**src/rtl/vector_vector_alu_if.sv**
```systemverilog
// Stream and configuration bundle for vector_vector_alu.
// The master drives inputs and configuration; the slave returns results.
interface vector_vector_alu_if #(
  parameter int N          = 8,
  parameter int DATA_WIDTH = 32,
  parameter int MAX_CHAINS = 4
);
  localparam int CW = $clog2(MAX_CHAINS);

  logic                         tracing;
  logic                         valid_in;
  logic                         eof_in;
  logic [CW-1:0]                chainId_in;
  logic [7:0]                   configId;
  logic [7:0]                   configData;
  logic [N-1:0][DATA_WIDTH-1:0] vector_in;
  logic [N-1:0][DATA_WIDTH-1:0] vector_out;
  logic [CW-1:0]                chainId_out;
  logic                         valid_out;
  logic                         eof_out;

  modport master (
    output tracing, valid_in, eof_in, chainId_in,
    output configId, configData, vector_in,
    input  vector_out, chainId_out, valid_out, eof_out
  );

  modport slave (
    input  tracing, valid_in, eof_in, chainId_in,
    input  configId, configData, vector_in,
    output vector_out, chainId_out, valid_out, eof_out
  );
endinterface

```
**src/rtl/vector_vector_alu.sv**
```systemverilog
// Element-wise vector ALU against per-chain accumulators.
// Optional caching and end-of-frame-only emission collapse frames.
module vector_vector_alu #(
  parameter int N          = 8,
  parameter int DATA_WIDTH = 32,
  parameter int MAX_CHAINS = 4,
  parameter logic [7:0] PERSONAL_CONFIG_ID = 8'd1,
  parameter logic [2*MAX_CHAINS-1:0] INITIAL_FIRMWARE_OP = '0,
  parameter logic [8*MAX_CHAINS-1:0] INITIAL_FIRMWARE_FLAGS = '0
) (
  input  logic             clk,
  input  logic             reset,
  vector_vector_alu_if.slave bus
);
  localparam int CW = $clog2(MAX_CHAINS);
  localparam int PW = CW + 1;

  typedef logic [N-1:0][DATA_WIDTH-1:0] vec_t;
  typedef enum logic [1:0] {
    OP_PASS = 2'd0,
    OP_ADD  = 2'd1,
    OP_MAX  = 2'd2,
    OP_MIN  = 2'd3
  } op_e;

  op_e                   op    [MAX_CHAINS];
  logic [1:0]            flags [MAX_CHAINS];
  vec_t                  acc   [MAX_CHAINS];
  logic [MAX_CHAINS-1:0] first;
  logic [PW-1:0]         cfg_ptr;

  logic          accept;
  logic          emit;
  logic          cfg_hit;
  logic [CW-1:0] ch;
  logic [CW-1:0] cfg_ch;
  op_e           op_c;
  logic          cache_c;
  logic          eof_only_c;
  vec_t          res;
  logic          cfg_unused;

  assign ch         = bus.chainId_in;
  assign op_c       = op[ch];
  assign cache_c    = flags[ch][0];
  assign eof_only_c = flags[ch][1];
  assign accept     = bus.tracing && bus.valid_in;
  assign emit       = accept && (!eof_only_c || bus.eof_in);
  assign cfg_hit    = bus.configId == PERSONAL_CONFIG_ID;
  assign cfg_ch     = cfg_ptr[PW-1:1];
  assign cfg_unused = ^bus.configData[7:2];

  // First vector of a frame passes straight through for every op.
  always_comb begin
    res = bus.vector_in;
    if (!first[ch]) begin
      for (int i = 0; i < N; i++) begin
        unique case (op_c)
          OP_PASS: res[i] = bus.vector_in[i];
          OP_ADD:  res[i] = acc[ch][i] + bus.vector_in[i];
          OP_MAX: begin
            if ($signed(acc[ch][i]) > $signed(bus.vector_in[i]))
              res[i] = acc[ch][i];
          end
          OP_MIN: begin
            if ($signed(acc[ch][i]) < $signed(bus.vector_in[i]))
              res[i] = acc[ch][i];
          end
        endcase
      end
    end
  end

  always_ff @(posedge clk) begin
    if (reset) begin
      bus.valid_out   <= 1'b0;
      bus.eof_out     <= 1'b0;
      bus.chainId_out <= '0;
      bus.vector_out  <= '0;
      first           <= '1;
      cfg_ptr         <= '0;
      for (int c = 0; c < MAX_CHAINS; c++) begin
        acc[c]   <= '0;
        op[c]    <= op_e'(INITIAL_FIRMWARE_OP[2*c +: 2]);
        flags[c] <= INITIAL_FIRMWARE_FLAGS[8*c +: 2];
      end
    end else begin
      if (cfg_hit) begin
        if (cfg_ptr[0])
          flags[cfg_ch] <= bus.configData[1:0];
        else
          op[cfg_ch] <= op_e'(bus.configData[1:0]);
        cfg_ptr <= cfg_ptr + PW'(1);
      end else begin
        cfg_ptr <= '0;
      end

      bus.valid_out <= emit;
      if (emit) begin
        bus.vector_out  <= res;
        bus.chainId_out <= ch;
        bus.eof_out     <= bus.eof_in;
      end

      // End of frame wins over caching so the next frame starts clean.
      if (accept) begin
        if (bus.eof_in) begin
          acc[ch]   <= '0;
          first[ch] <= 1'b1;
        end else if (cache_c) begin
          acc[ch]   <= res;
          first[ch] <= 1'b0;
        end
      end
    end
  end
endmodule

```
**src/flat_wrapper.sv**
```systemverilog
// flat-port wrapper written by rule: the top's interface ports become plain ports
module vector_vector_alu_flat 
#(
  parameter int N          = 8,
  parameter int DATA_WIDTH = 32,
  parameter int MAX_CHAINS = 4,
  parameter logic [7:0] PERSONAL_CONFIG_ID = 8'd1,
  parameter logic [2*MAX_CHAINS-1:0] INITIAL_FIRMWARE_OP = '0,
  parameter logic [8*MAX_CHAINS-1:0] INITIAL_FIRMWARE_FLAGS = '0
)
  (clk, reset, bus_tracing, bus_valid_in, bus_eof_in, bus_chainId_in, bus_configId, bus_configData, bus_vector_in, bus_vector_out, bus_chainId_out, bus_valid_out, bus_eof_out);
  vector_vector_alu_if #(.N(N), .DATA_WIDTH(DATA_WIDTH), .MAX_CHAINS(MAX_CHAINS)) bus_i ();
  input  logic clk;
  input  logic reset;
  input wire logic [$bits(bus_i.tracing)-1:0] bus_tracing;
  input wire logic [$bits(bus_i.valid_in)-1:0] bus_valid_in;
  input wire logic [$bits(bus_i.eof_in)-1:0] bus_eof_in;
  input wire logic [$bits(bus_i.chainId_in)-1:0] bus_chainId_in;
  input wire logic [$bits(bus_i.configId)-1:0] bus_configId;
  input wire logic [$bits(bus_i.configData)-1:0] bus_configData;
  input wire logic [$bits(bus_i.vector_in)-1:0] bus_vector_in;
  output wire logic [$bits(bus_i.vector_out)-1:0] bus_vector_out;
  output wire logic [$bits(bus_i.chainId_out)-1:0] bus_chainId_out;
  output wire logic [$bits(bus_i.valid_out)-1:0] bus_valid_out;
  output wire logic [$bits(bus_i.eof_out)-1:0] bus_eof_out;
  assign bus_i.tracing = bus_tracing;
  assign bus_i.valid_in = bus_valid_in;
  assign bus_i.eof_in = bus_eof_in;
  assign bus_i.chainId_in = bus_chainId_in;
  assign bus_i.configId = bus_configId;
  assign bus_i.configData = bus_configData;
  assign bus_i.vector_in = bus_vector_in;
  assign bus_vector_out = bus_i.vector_out;
  assign bus_chainId_out = bus_i.chainId_out;
  assign bus_valid_out = bus_i.valid_out;
  assign bus_eof_out = bus_i.eof_out;
  vector_vector_alu #(.N(N), .DATA_WIDTH(DATA_WIDTH), .MAX_CHAINS(MAX_CHAINS), .PERSONAL_CONFIG_ID(PERSONAL_CONFIG_ID), .INITIAL_FIRMWARE_OP(INITIAL_FIRMWARE_OP), .INITIAL_FIRMWARE_FLAGS(INITIAL_FIRMWARE_FLAGS)) u_core (.clk(clk), .reset(reset), .bus(bus_i));
endmodule
```
**config.mk**
```make
export PLATFORM = sky130hd
export DESIGN_NAME = vector_vector_alu_flat
export DESIGN_NICKNAME = d
export VERILOG_FILES = /design/src/rtl/vector_vector_alu_if.sv /design/src/rtl/vector_vector_alu.sv /design/src/flat_wrapper.sv
export SDC_FILE = /design/constraint.sdc
export NUM_CORES = 2
export LEC_CHECK = 0
export CAP_MARGIN = 20
export CORE_MARGIN = 3
export CORE_UTILIZATION = 55
export CTS_CLUSTER_SIZE = 30
export DETAILED_ROUTE_END_ITERATION = 8
export DONT_BUFFER_PORTS = 1
export PLACE_DENSITY = 0.77
export SYNTH_ARGS = -nofsm -noshare
export SYNTH_HDL_FRONTEND = slang
export SYNTH_SLANG_ARGS = --single-unit
export TNS_END_PERCENT = 1
```
**constraint.sdc**
```tcl
create_clock -name clk -period 12.5 [get_ports clk]
set_input_delay 3.75 -clock clk [delete_from_list [all_inputs] [get_ports clk]]
set_output_delay 3.75 -clock clk [all_outputs]
set_load 0.03 [all_outputs]
```
==> out/summary.txt <==
CLOCK NETWORK
-------------------------------------------------------------------------------------
Clock tree from TritonCTS                                                         yes
Post-cts hold buffer count                                                          0
Post-cts gate resize count                                                          0
Count of clock tree sinks                                                        1307
Longest Clk Path Bufs                                                               3
Insertion delay to the later sink of the worst-skew pair                      0.80 ns
Clock tree root driver cell                                              sky130_fd_sc_hd__clkbuf_16
Clock-pin slew of the registers on the worst-case setup and hold paths        0.06 ns
Number of H-tree branching levels                                                   4
Total clock buffers created by CTS                                                142
Post-CTS Setup Repair Bufs                                                          0

DIE
-------------------------------------------------------------------------------------
Die width                                                                      392 um
Initial core utilization                                                        0.558
Area of the die                                                            153000 um2
Boundary pin count                                                                539
Core ar.                                                                   147000 um2
Vertical extent of the die                                                     392 um
Number of cell rows                                                               140

CELLS AND AREA
-------------------------------------------------------------------------------------
Core Util, Final                                                                0.601
Area growth from synthesis to final layout                                      7.74%
Final nets                                                                       8725
Layout cells sized above 1                                                     0.0919

LOGIC SYNTHESIS
-------------------------------------------------------------------------------------
Number of different library cells in the post-synthesis netlist                   105
Mean area per synthesized cell                                               10.0 um2
Post-synth top area cell                                                 sky130_fd_sc_hd__edfxtp_1
Share of flip-flops with an asynchronous set or reset after synthesis               0
Nets in the synthesized netlist                                                  8969
Gate count of the mapped netlist                                                 8168
Ys flop type                                                             sky130_fd_sc_hd__edfxtp_1
Area of the mapped netlist                                                  81800 um2
Dominant cells by area after synthesis                                   sky130_fd_sc_hd__edfxtp_1 38%, sky130_fd_sc_hd__ha_1 7.9%, sky130_fd_sc_hd__mux4_2 7.0%
Count of flip-flops with a built-in enable after synthesis                       1040
Seq/Total Area, Yosys                                                           0.447
Yosys warning total                                                                 0
Number of synthesized register bits                                              1307
Proportion of netlist area held by the largest area contributor                 0.382

CRITICAL PATH
-------------------------------------------------------------------------------------
Maximum fanout encountered on the critical timing path                            272
Required time worst endpoint                                                 13.00 ns
Critical path data arrival time                                               9.29 ns
Worst reg-to-reg path cell count                                                   12
Category of the critical setup timing path                                     in2reg
Setup crit end kind                                                          register
Kind of launch point of the worst setup path                             primary input

PLACED DESIGN
-------------------------------------------------------------------------------------
RePlAce Congestion                                                              0.974
HPWL after DPL                                                              187000 um
Count of buffers inserted at the top-level ports                                    0
Setup slack after placement                                                   3.21 ns

STA
-------------------------------------------------------------------------------------
Final setup violating endpoints                                                     0
Hold violation total from the final report                                          0
Setup repair after global routing missed its margin                                no
Max Freq                                                                      114 MHz
Maximum clock skew at final layout                                          0.0316 ns
Crit path time final                                                          8.79 ns
Max-slew violations                                                                 0
Minimum setup slack in the final design                                       3.71 ns
Total Negative Setup Slacks                                                      0 ns
Max-slew headroom                                                               0.200
Hold_ws                                                                      0.496 ns
Transition time of the tightest slew-check pin                                1.20 ns
Fraction of the cycle the final worst path needs                                0.703

ROUTE
-------------------------------------------------------------------------------------
Number of design rule violations left after detail routing                          0
Post-route antenna net violation count                                              0
DRT Wirelength                                                              284000 um
Vias                                                                            67400
Wire per inst                                                                 28.5 um
Violation count after the first detailed-route iteration                         7979
Post-detailed-route via-to-cell ratio                                            6.77
TritonRoute pass-1 iters                                                            6

WORST HOLD PATH
-------------------------------------------------------------------------------------
Depth of the worst hold-timing path                                                 2
Path class of the lowest-slack min-delay path                                 reg2reg

GLOBAL ROUTE
-------------------------------------------------------------------------------------
Wire length of the first global-routing pass                                418000 um
Initial antenna violation count                                                    12
Global-route congestion overflow total                                              0
Pin count of the biggest net entering global routing                              273
Number of global-route vias before repair                                       66000
Total GRT Usage                                                                 0.361

PWR
-------------------------------------------------------------------------------------
Leakage power of the design                                                   34.6 nW
Pwr Total                                                                     11.8 mW
Max IR drop VDD                                                                153 uV
Pwr/cell area                                                              133 nW/um2

RUN
-------------------------------------------------------------------------------------
Max-cap violations                                                                  0

RUN STATUS
-------------------------------------------------------------------------------------
Status                                                                      completed

-- cell usage after synthesis (34+ instances only) --
cell type / count
sky130_fd_sc_hd__nor2_1: 1347
sky130_fd_sc_hd__edfxtp_1: 1040
sky130_fd_sc_hd__a21oi_1: 601
sky130_fd_sc_hd__inv_1: 520
sky130_fd_sc_hd__ha_1: 514
sky130_fd_sc_hd__o21ai_0: 455
sky130_fd_sc_hd__nand2_1: 420
sky130_fd_sc_hd__clkbuf_1: 389
sky130_fd_sc_hd__dfxtp_1: 267
sky130_fd_sc_hd__mux4_2: 256
sky130_fd_sc_hd__nor3_1: 203
sky130_fd_sc_hd__xnor2_1: 157
sky130_fd_sc_hd__mux2i_1: 112
sky130_fd_sc_hd__nand3_1: 105
sky130_fd_sc_hd__o211ai_1: 96
sky130_fd_sc_hd__o31ai_1: 86
sky130_fd_sc_hd__a211oi_1: 81
sky130_fd_sc_hd__a22oi_1: 75
sky130_fd_sc_hd__nor2b_1: 71
sky130_fd_sc_hd__buf_2: 68
sky130_fd_sc_hd__nand4_1: 65
sky130_fd_sc_hd__and2_1: 62
sky130_fd_sc_hd__o22ai_1: 60
sky130_fd_sc_hd__a221oi_1: 59
sky130_fd_sc_hd__a31oi_1: 59
sky130_fd_sc_hd__nand2b_1: 54
sky130_fd_sc_hd__a21o_1: 53
sky130_fd_sc_hd__nor4_1: 53
sky130_fd_sc_hd__o21bai_1: 53
sky130_fd_sc_hd__or3_1: 42
sky130_fd_sc_hd__xor2_1: 42
sky130_fd_sc_hd__a221o_1: 36
sky130_fd_sc_hd__and3_1: 36
sky130_fd_sc_hd__buf_1: 36
sky130_fd_sc_hd__o21a_1: 34
sky130_fd_sc_hd__o221ai_1: 34
-- worst max-delay path, cell delays in order --
cell	delay, ns
sky130_fd_sc_hd__mux4_2	0.61
sky130_fd_sc_hd__ha_1	0.42
sky130_fd_sc_hd__a21o_1	0.23
sky130_fd_sc_hd__a211oi_1	0.28
sky130_fd_sc_hd__a2111oi_0	0.26
sky130_fd_sc_hd__o31ai_1	0.54
sky130_fd_sc_hd__nand4_1	0.48
sky130_fd_sc_hd__nand3_1	0.45
sky130_fd_sc_hd__nand2_1	0.68
sky130_fd_sc_hd__a222oi_1	0.52
sky130_fd_sc_hd__a2bb2oi_1	0.71
sky130_fd_sc_hd__nor2_1	0.13
-- layout by cell type (no fill, tap or decap), drive strengths merged, types with 157 or more instances in the layout --
| cell | count |
|---|---|
| a21oi | 606 |
| clkbuf | 190 |
| dfxtp | 267 |
| edfxtp | 1040 |
| ha | 514 |
| inv | 535 |
| mux4 | 256 |
| nand2 | 420 |
| nor2 | 1347 |
| nor3 | 207 |
| o21ai | 474 |
| xnor2 | 157 |
-- metal layers --
| metal | vias up | GRT usage | part of all wire | routed length (um) |
|---|---|---|---|---|
| met5 | - | 0 | 0.000046 | 13 |
| met4 | 2 | 0.167 | 0.052 | 14900 |
| met3 | 721 | 0.103 | 0.12 | 34500 |
| met2 | 4036 | 0.572 | 0.45 | 129000 |
| met1 | 32900 | 0.460 | 0.37 | 106000 |
| li1 | 29800 | - | - | - |
-- state kept, by name (all words and copies together) (netlist names), named ones only --
| signal | flops |
|---|---|
| u_core.flags | 8 |
| u_core.acc | 1024 |
| u_core.bus.vector_out | 256 |
| u_core.bus.eof_out | 1 |
| u_core.op | 8 |
| u_core.bus.valid_out | 1 |
| u_core.bus.chainId_out | 2 |
| u_core.cfg_ptr | 3 |
-- report_power, final --
part | switching, mW | internal, mW
combinational | 1.51 | 0.826
sequential | 0.197 | 4.88
clock | 1.83 | 2.52
-- layout make-up --
class                      count  area, um2
multi-input combinational   5839      41500
fill                       12100      58500
inverter                     521       1960
tap                         1917       2400
clock inverter                77        876
clock buffer                 187       3930
antenna                        4       10.0
sequential                  1307      36600
timing repair buffer         113        860
-- cells by family (layout without fill, tap and decap cells) --
| kind of cell | count (synthesis) | count (layout) | share of synthesized area |
|---|---|---|---|
| flip-flops | 1307 | 1307 | 0.447 |
| buffers and inverters | 1022 | 898 | 0.0483 |
| adder cells (fa/ha/maj) | 522 | 522 | 0.0806 |
| AND/OR/NAND/NOR | 2564 | 2564 | 0.139 |
| XOR/XNOR | 199 | 199 | 0.0213 |
| AO/OA/AOI/OAI | 2163 | 2163 | 0.176 |
| other | 0 | 4 | 0 |
| multiplexers | 391 | 391 | 0.0875 |
-- path summary, 6_finish.rpt --
check,from,to,slack [ns]
setup / recovery,bus_chainId_in[0],u_core.acc[1][19],3.71
hold / removal,register,register,0.50
setup reg to reg,u_core.acc[2][6],u_core.acc[1][19],6.63
hold reg to reg,register,register,0.50
-- metrics by stage --
| step | cells | instance area [um2] |
|---|---|---|
| global route | 9963 | 88100 |
| finish | 9965 | 88100 |
| CTS | 9956 | 88100 |
| global placement | 9691 | 83300 |
| detailed placement | 9692 | 83300 |
| floorplan | 8168 | 81800 |
(Power assumes the default switching activity.)
